[src/rtl/dff_write_arbiter.sv]
// Round-robin write arbiter in front of one shared DATA_W-bit register.
// A locked winner keeps the register for consecutive writes until it drops lock.
module dff_write_arbiter #(
  parameter int                N_REQ     = 4,
  parameter int                DATA_W    = 8,
  parameter logic [DATA_W-1:0] RESET_VAL = '0
) (
  input  logic                       clk,
  input  logic                       sync_reset,
  input  logic [N_REQ-1:0]           req,
  input  logic [N_REQ-1:0]           lock,
  input  logic [N_REQ*DATA_W-1:0]    wdata,
  output logic [N_REQ-1:0]           gnt,
  output logic [DATA_W-1:0]          q,
  output logic [$clog2(N_REQ)-1:0]   q_owner,
  output logic                       q_upd,
  output logic                       busy
);

  localparam int OW = $clog2(N_REQ);

  typedef enum logic {
    ARB,
    LOCKED
  } state_t;

  state_t                  state;
  logic [OW-1:0]           ptr;
  logic [N_REQ-1:0]        eligible;
  logic                    win_valid;
  logic [OW-1:0]           win_idx;
  logic [OW-1:0]           cand_idx;
  logic [DATA_W-1:0]       wdata_arr [N_REQ];

  for (genvar i = 0; i < N_REQ; i++) begin : g_unpack
    assign wdata_arr[i] = wdata[i*DATA_W +: DATA_W];
  end

  function automatic logic [OW-1:0] next_idx(input logic [OW-1:0] idx);
    return (idx == OW'(N_REQ - 1)) ? '0 : idx + 1'b1;
  endfunction

  function automatic logic [N_REQ-1:0] onehot(input logic [OW-1:0] idx);
    return {{(N_REQ-1){1'b0}}, 1'b1} << idx;
  endfunction

  // A requester granted last cycle is masked so an unlocked requester
  // cannot monopolise the register; the search starts at ptr and wraps.
  always_comb begin
    eligible  = req & ~gnt;
    win_valid = 1'b0;
    win_idx   = '0;
    cand_idx  = '0;
    for (int k = 0; k < N_REQ; k++) begin
      cand_idx = OW'((int'(ptr) + k) % N_REQ);
      if (!win_valid && eligible[cand_idx]) begin
        win_valid = 1'b1;
        win_idx   = cand_idx;
      end
    end
  end

  // NOTE: all state below updates with non-blocking assignments so every
  // register samples the pre-edge values of its neighbours.
  always_ff @(posedge clk) begin
    if (sync_reset) begin
      // NOTE: the shared register is a plain flop bank, not a memory, so it
      // is reset to RESET_VAL along with the control state.
      state   <= ARB;
      ptr     <= '0;
      q       <= RESET_VAL;
      gnt     <= '0;
      q_owner <= '0;
      q_upd   <= 1'b0;
      busy    <= 1'b0;
    end else begin
      gnt   <= '0;
      q_upd <= 1'b0;
      case (state)
        ARB: begin
          if (win_valid) begin
            q       <= wdata_arr[win_idx];
            gnt     <= onehot(win_idx);
            q_owner <= win_idx;
            q_upd   <= 1'b1;
            ptr     <= next_idx(win_idx);
            if (lock[win_idx]) begin
              state <= LOCKED;
              busy  <= 1'b1;
            end
          end
        end
        LOCKED: begin
          // Only the owner is served; other requests stay pending.
          if (req[q_owner]) begin
            q     <= wdata_arr[q_owner];
            gnt   <= onehot(q_owner);
            q_upd <= 1'b1;
          end
          if (!lock[q_owner]) begin
            state <= ARB;
            busy  <= 1'b0;
            ptr   <= next_idx(q_owner);
          end
        end
        default: begin
          state <= ARB;
          busy  <= 1'b0;
        end
      endcase
    end
  end

`ifndef SYNTHESIS
  a_gnt_onehot : assert property (@(posedge clk) $onehot0(gnt));
  a_upd_matches : assert property (@(posedge clk) disable iff (sync_reset)
                                   q_upd == (|gnt));
  a_busy_state : assert property (@(posedge clk) disable iff (sync_reset)
                                  busy == (state == LOCKED));
`endif

endmodule
[config.mk]
export PLATFORM = sky130hd
export DESIGN_NAME = dff_write_arbiter
export DESIGN_NICKNAME = d
export VERILOG_FILES = /design/src/rtl/dff_write_arbiter.sv
export SDC_FILE = /design/constraint.sdc
export NUM_CORES = 1
export LEC_CHECK = 0
export ABC_AREA = 1
export BUFFER_PORTS_ARGS = -buffer_cell sky130_fd_sc_hd__buf_2
export CORE_ASPECT_RATIO = 1.5
export CORE_MARGIN = 2
export CORE_UTILIZATION = 57
export CTS_BUF_LIST = sky130_fd_sc_hd__clkbuf_8 sky130_fd_sc_hd__clkbuf_16
export DETAILED_ROUTE_END_ITERATION = 8
export PLACE_DENSITY = 0.92
export SETUP_SLACK_MARGIN = 0.3
export SKIP_LAST_GASP = 1
export SYNTH_ARGS = -nofsm -noshare
export SYNTH_HDL_FRONTEND = slang
export SYNTH_SLANG_ARGS = --single-unit
[constraint.sdc]
create_clock -name clk -period 3.3 [get_ports clk]
set_clock_uncertainty 0.15 [all_clocks]
set_input_delay 0.495 -clock clk [delete_from_list [all_inputs] [get_ports clk]]
set_output_delay 0.495 -clock clk [all_outputs]
set_load 0.02 [all_outputs]
==> flow_results.org <==
** Clock network
- Number of buffers on the longest clock path :: 2
- Clock sink count :: 19
- Clock buffer count from CTS :: 3
- CTS built an H-tree with a depth of 1.
- Worst-path clk slew :: 0.08 ns
- TritonCTS built the clock tree.
- Buffers inserted to repair hold after CTS numbered 0.
- Setup fix buffers added after clock tree synthesis :: 0
- The number of gates resized after CTS was 0.
- Worst skew pair latency :: approximately 0.26 ns
- In this run the clock root is driven by a sky130_fd_sc_hd__clkbuf_8.

** Worst setup path
- Data arrives at the worst endpoint at 2.69 ns.
- Along the worst path, the maximum fanout reaches 23.
- Data on the critical path is required at its endpoint by approximately 3.4 ns.
- The worst setup path is captured at a register.
- Critical-path top delay cell :: sky130_fd_sc_hd__dfxtp_1
- STA classifies the critical path startpoint as a register.
- Count of cell instances traversed by the critical path :: 10
- The critical path in this run is classified as register to register.
- Counting both buffers and inverters, the worst setup path holds a total of 1.
- Traced cell by cell, the critical path runs through nand3_1, nand3_2, nand2_4, nand3_2, nand3_4, nand2_4, inv_1, ha_1, nand2_1, a31oi_1.
- Broken down by cell family, the worst path's largest delay share belongs to simple AND/OR/NAND/NOR gates.
- Worst-case reg-to-reg path depth :: 10
- The largest single stage delay on the critical path is around 0.65 ns.

** Global route
- Gr ovfl total :: 0
- In the global route stage, overall resource usage came out at ~28%.
- The first global-routing pass estimated 9070 um of wire.
- The number of global-route vias before repair is 2,137.
- Met1 Resource Use GR :: 33.1%
- The initial antenna violation count was 0.
- Met3 GRT Util :: about 3.3%
- Fraction of met2 tracks used by global routing :: between 40 and 50%
- Largest net degree at the start of global routing :: 24
- After global routing, the most crowded layer is met2.

** Floorplanning
- Count of boundary I/O pins :: between 50 and 60
- Initial standard-cell utilization of the core :: about three fifths
- FP Rows :: 26
- Die height :: about 77 um
- After floorplanning, the core was sized to cover between 0.003 and 0.004 mm^2.
- The die covers 0.00401 mm^2.
- From left edge to right edge, the die measures 52.4 um.

** Yosys
- The mapped netlist covers 0.00200 mm^2.
- Post-synthesis sequential area ratio :: a little under a fifth
- The largest total area in the synthesized netlist belongs to sky130_fd_sc_hd__dfxtp_1.
- Counting distinct cell types in the post-synthesis netlist gives 30.
- When the netlist entered floorplanning its net count stood at about 370.
- The top cell type by area accounts for a little under a fifth of the synthesized area.
- Gate Count Post-Synth :: about 320
- Each instance of the synthesized netlist takes up on average 6.35 um^2.
- Yosys attributes the largest share of cell area to sky130_fd_sc_hd__dfxtp_1 19%, sky130_fd_sc_hd__nand2_1 15%, sky130_fd_sc_hd__nand3_1 11%, sky130_fd_sc_hd__inv_1 6.4%, sky130_fd_sc_hd__a21oi_1 5.3%.
- Yosys reg bits :: 19
- The Yosys step of the flow raised 0 warnings.

** Job
- Max-cap violations in this run came to 0.

** Drt
- In this run, the number of DRC markers left after iteration 0 of detailed routing was ~110.
- After detailed routing, the number of vias per cell comes to approximately 5.5.
- Post-route DRC :: 0
- The detail route stage leaves a number of antenna-violating nets equal to 0.
- Summing over every cut layer, the via total after detailed routing is approximately 2.2k.
- Detailed-route wire length :: ~5500 um
- For this run, the detailed router's first-pass iteration total came to 5.
- In the final routed layout, each cell accounts on average for between 10 and 15 um.

** Run status
- Run status :: completed

** Timing
- The number of hold-slack violations in the final timing report came to 0.
- Setup repair after global routing left no endpoint under its margin.
- On the final layout, the worst hold slack is around 0.30 ns.
- Setup violations remaining at the end of the flow were counted as 0.
- The max-slew violation total from the final report was 0.
- The clock period could shrink to 2.64 ns.
- Static timing analysis puts the maximum clock frequency at about 0.38 GHz.
- Slew HR :: around 56%
- Of the available clock period, the critical path in the final layout requires ~80%.
- Summed over all failing endpoints, the final setup total negative slack is 0 ns.
- Worst-Margin Slew :: 0.666 ns

** Finish
- Compared with the post-synthesis result, the final layout area differs by 14.9%.
- Layout net count :: 414
- Layout cell share with drive strength beyond 1 :: approximately 29%
- The repair_antennas step left the layout with diodes totalling 0.

** Pwr
- Lkg Pwr :: 1.23 nW
- VDD sags by at most approximately 700 uV.
- For this design the ratio of total power to cell area is 1030 mW/mm^2.

** Hold path
- The tightest min-delay check is of the register to register type.
- Along the worst hold path, the cell count comes to 2.

** Placed design
- Routability-driven placement finished with a final weighted congestion of slightly below 0.9.
- In this run the tool buffered the top-level ports with between 50 and 60 buffer cells.
- DP Wirelength :: between 4000 and 5000 um
## synthesized netlist by cell type (all sizes together)
| cell type | number |
|---|---|
| nand3 | 56 |
| a221oi | 7 |
| buf | 9 |
| nor2 | 18 |
| nand4 | 2 |
| nand3b | 9 |
| ha | 8 |
| dfxtp | 19 |
| o22ai | 1 |
| a21oi | 23 |
| nor3 | 1 |
| a31oi | 1 |
| o21ai | 17 |
| clkbuf | 7 |
| inv | 37 |
| nand2 | 100 |
## path summary, 6_finish.rpt
| check | slack, ns | endpoint | start |
|---|---|---|---|
| setup / recovery | 0.66 | ptr[1] | ptr[0] |
| hold / removal | 0.30 | q[4] | q[4] |
| setup reg to reg | 0.66 | ptr[1] | ptr[0] |
| hold reg to reg | 0.30 | q[4] | q[4] |
## report_power, final
part / total, mW / leakage, nW / switching [mW] / internal, mW
logic: 1.78 / 1.04 / 1.20 / 0.586
clock network: 0.173 / 0.0255 / 0.0888 / 0.0843
registers: 0.420 / 0.158 / 0.0967 / 0.323
## tightest hold or removal path, cell delays in order (launching register included)
cell                      delay (ns)
sky130_fd_sc_hd__dfxtp_1        0.31
sky130_fd_sc_hd__nand2_1        0.06
sky130_fd_sc_hd__nand2_1        0.04
## final cells by class
type	count	area [um^2]
tap	42	52.6
sequential	19	380
fill	310	1080
clock inverter	1	5.00
inverter	37	144
multi-input combinational	243	1370
clock buffer	3	41.3
timing repair buffer	60	308
## registers in the layout (all words and copies together), names as in the netlist
| name | cells |
|---|---|
| q_owner | 2 |
| q_upd | 1 |
| ptr | 2 |
| q | 8 |
| state | 1 |
| busy | 1 |
| gnt | 4 |
## cells by family after synthesis
logic type               share of synthesized area, %
AO/OA/AOI/OAI                                    14.4
adder cells (fa/ha/maj)                          5.00
buffers and inverters                            12.6
flip-flops                                       19.0
AND/OR/NAND/NOR                                  48.9
## layout by cell type, fill, tap and decap left out, drive strengths merged
| master | instances |
|---|---|
| a221oi | 7 |
| nand3b | 9 |
| clkinv | 1 |
| a31oi | 1 |
| o21ai | 17 |
| a21oi | 23 |
| nand4 | 2 |
| nor3 | 1 |
| nand2 | 100 |
| buf | 60 |
| dfxtp | 19 |
| nand3 | 56 |
| inv | 37 |
| nor2 | 18 |
| ha | 8 |
| clkbuf | 3 |
| o22ai | 1 |
## layer usage
layer	up-vias	part of all wire (%)
met1	975	37
met4	0	2.4
met2	120	53
met3	17	7.4
met5	-	0
li1	1128	-
## stage by stage
stage	worst slack, ns	instance area (um^2)	cells	util, %	power, mW
floorplan	1.25	2000	315	-	1.91
global placement	0.795	2250	401	66.6	2.12
detailed placement	0.682	2250	401	66.6	2.18
CTS	0.672	2300	405	67.9	2.35
global route	0.451	2300	405	67.9	2.61
finish	0.661	2300	405	67.9	2.38
(Power assumes the default switching activity.)
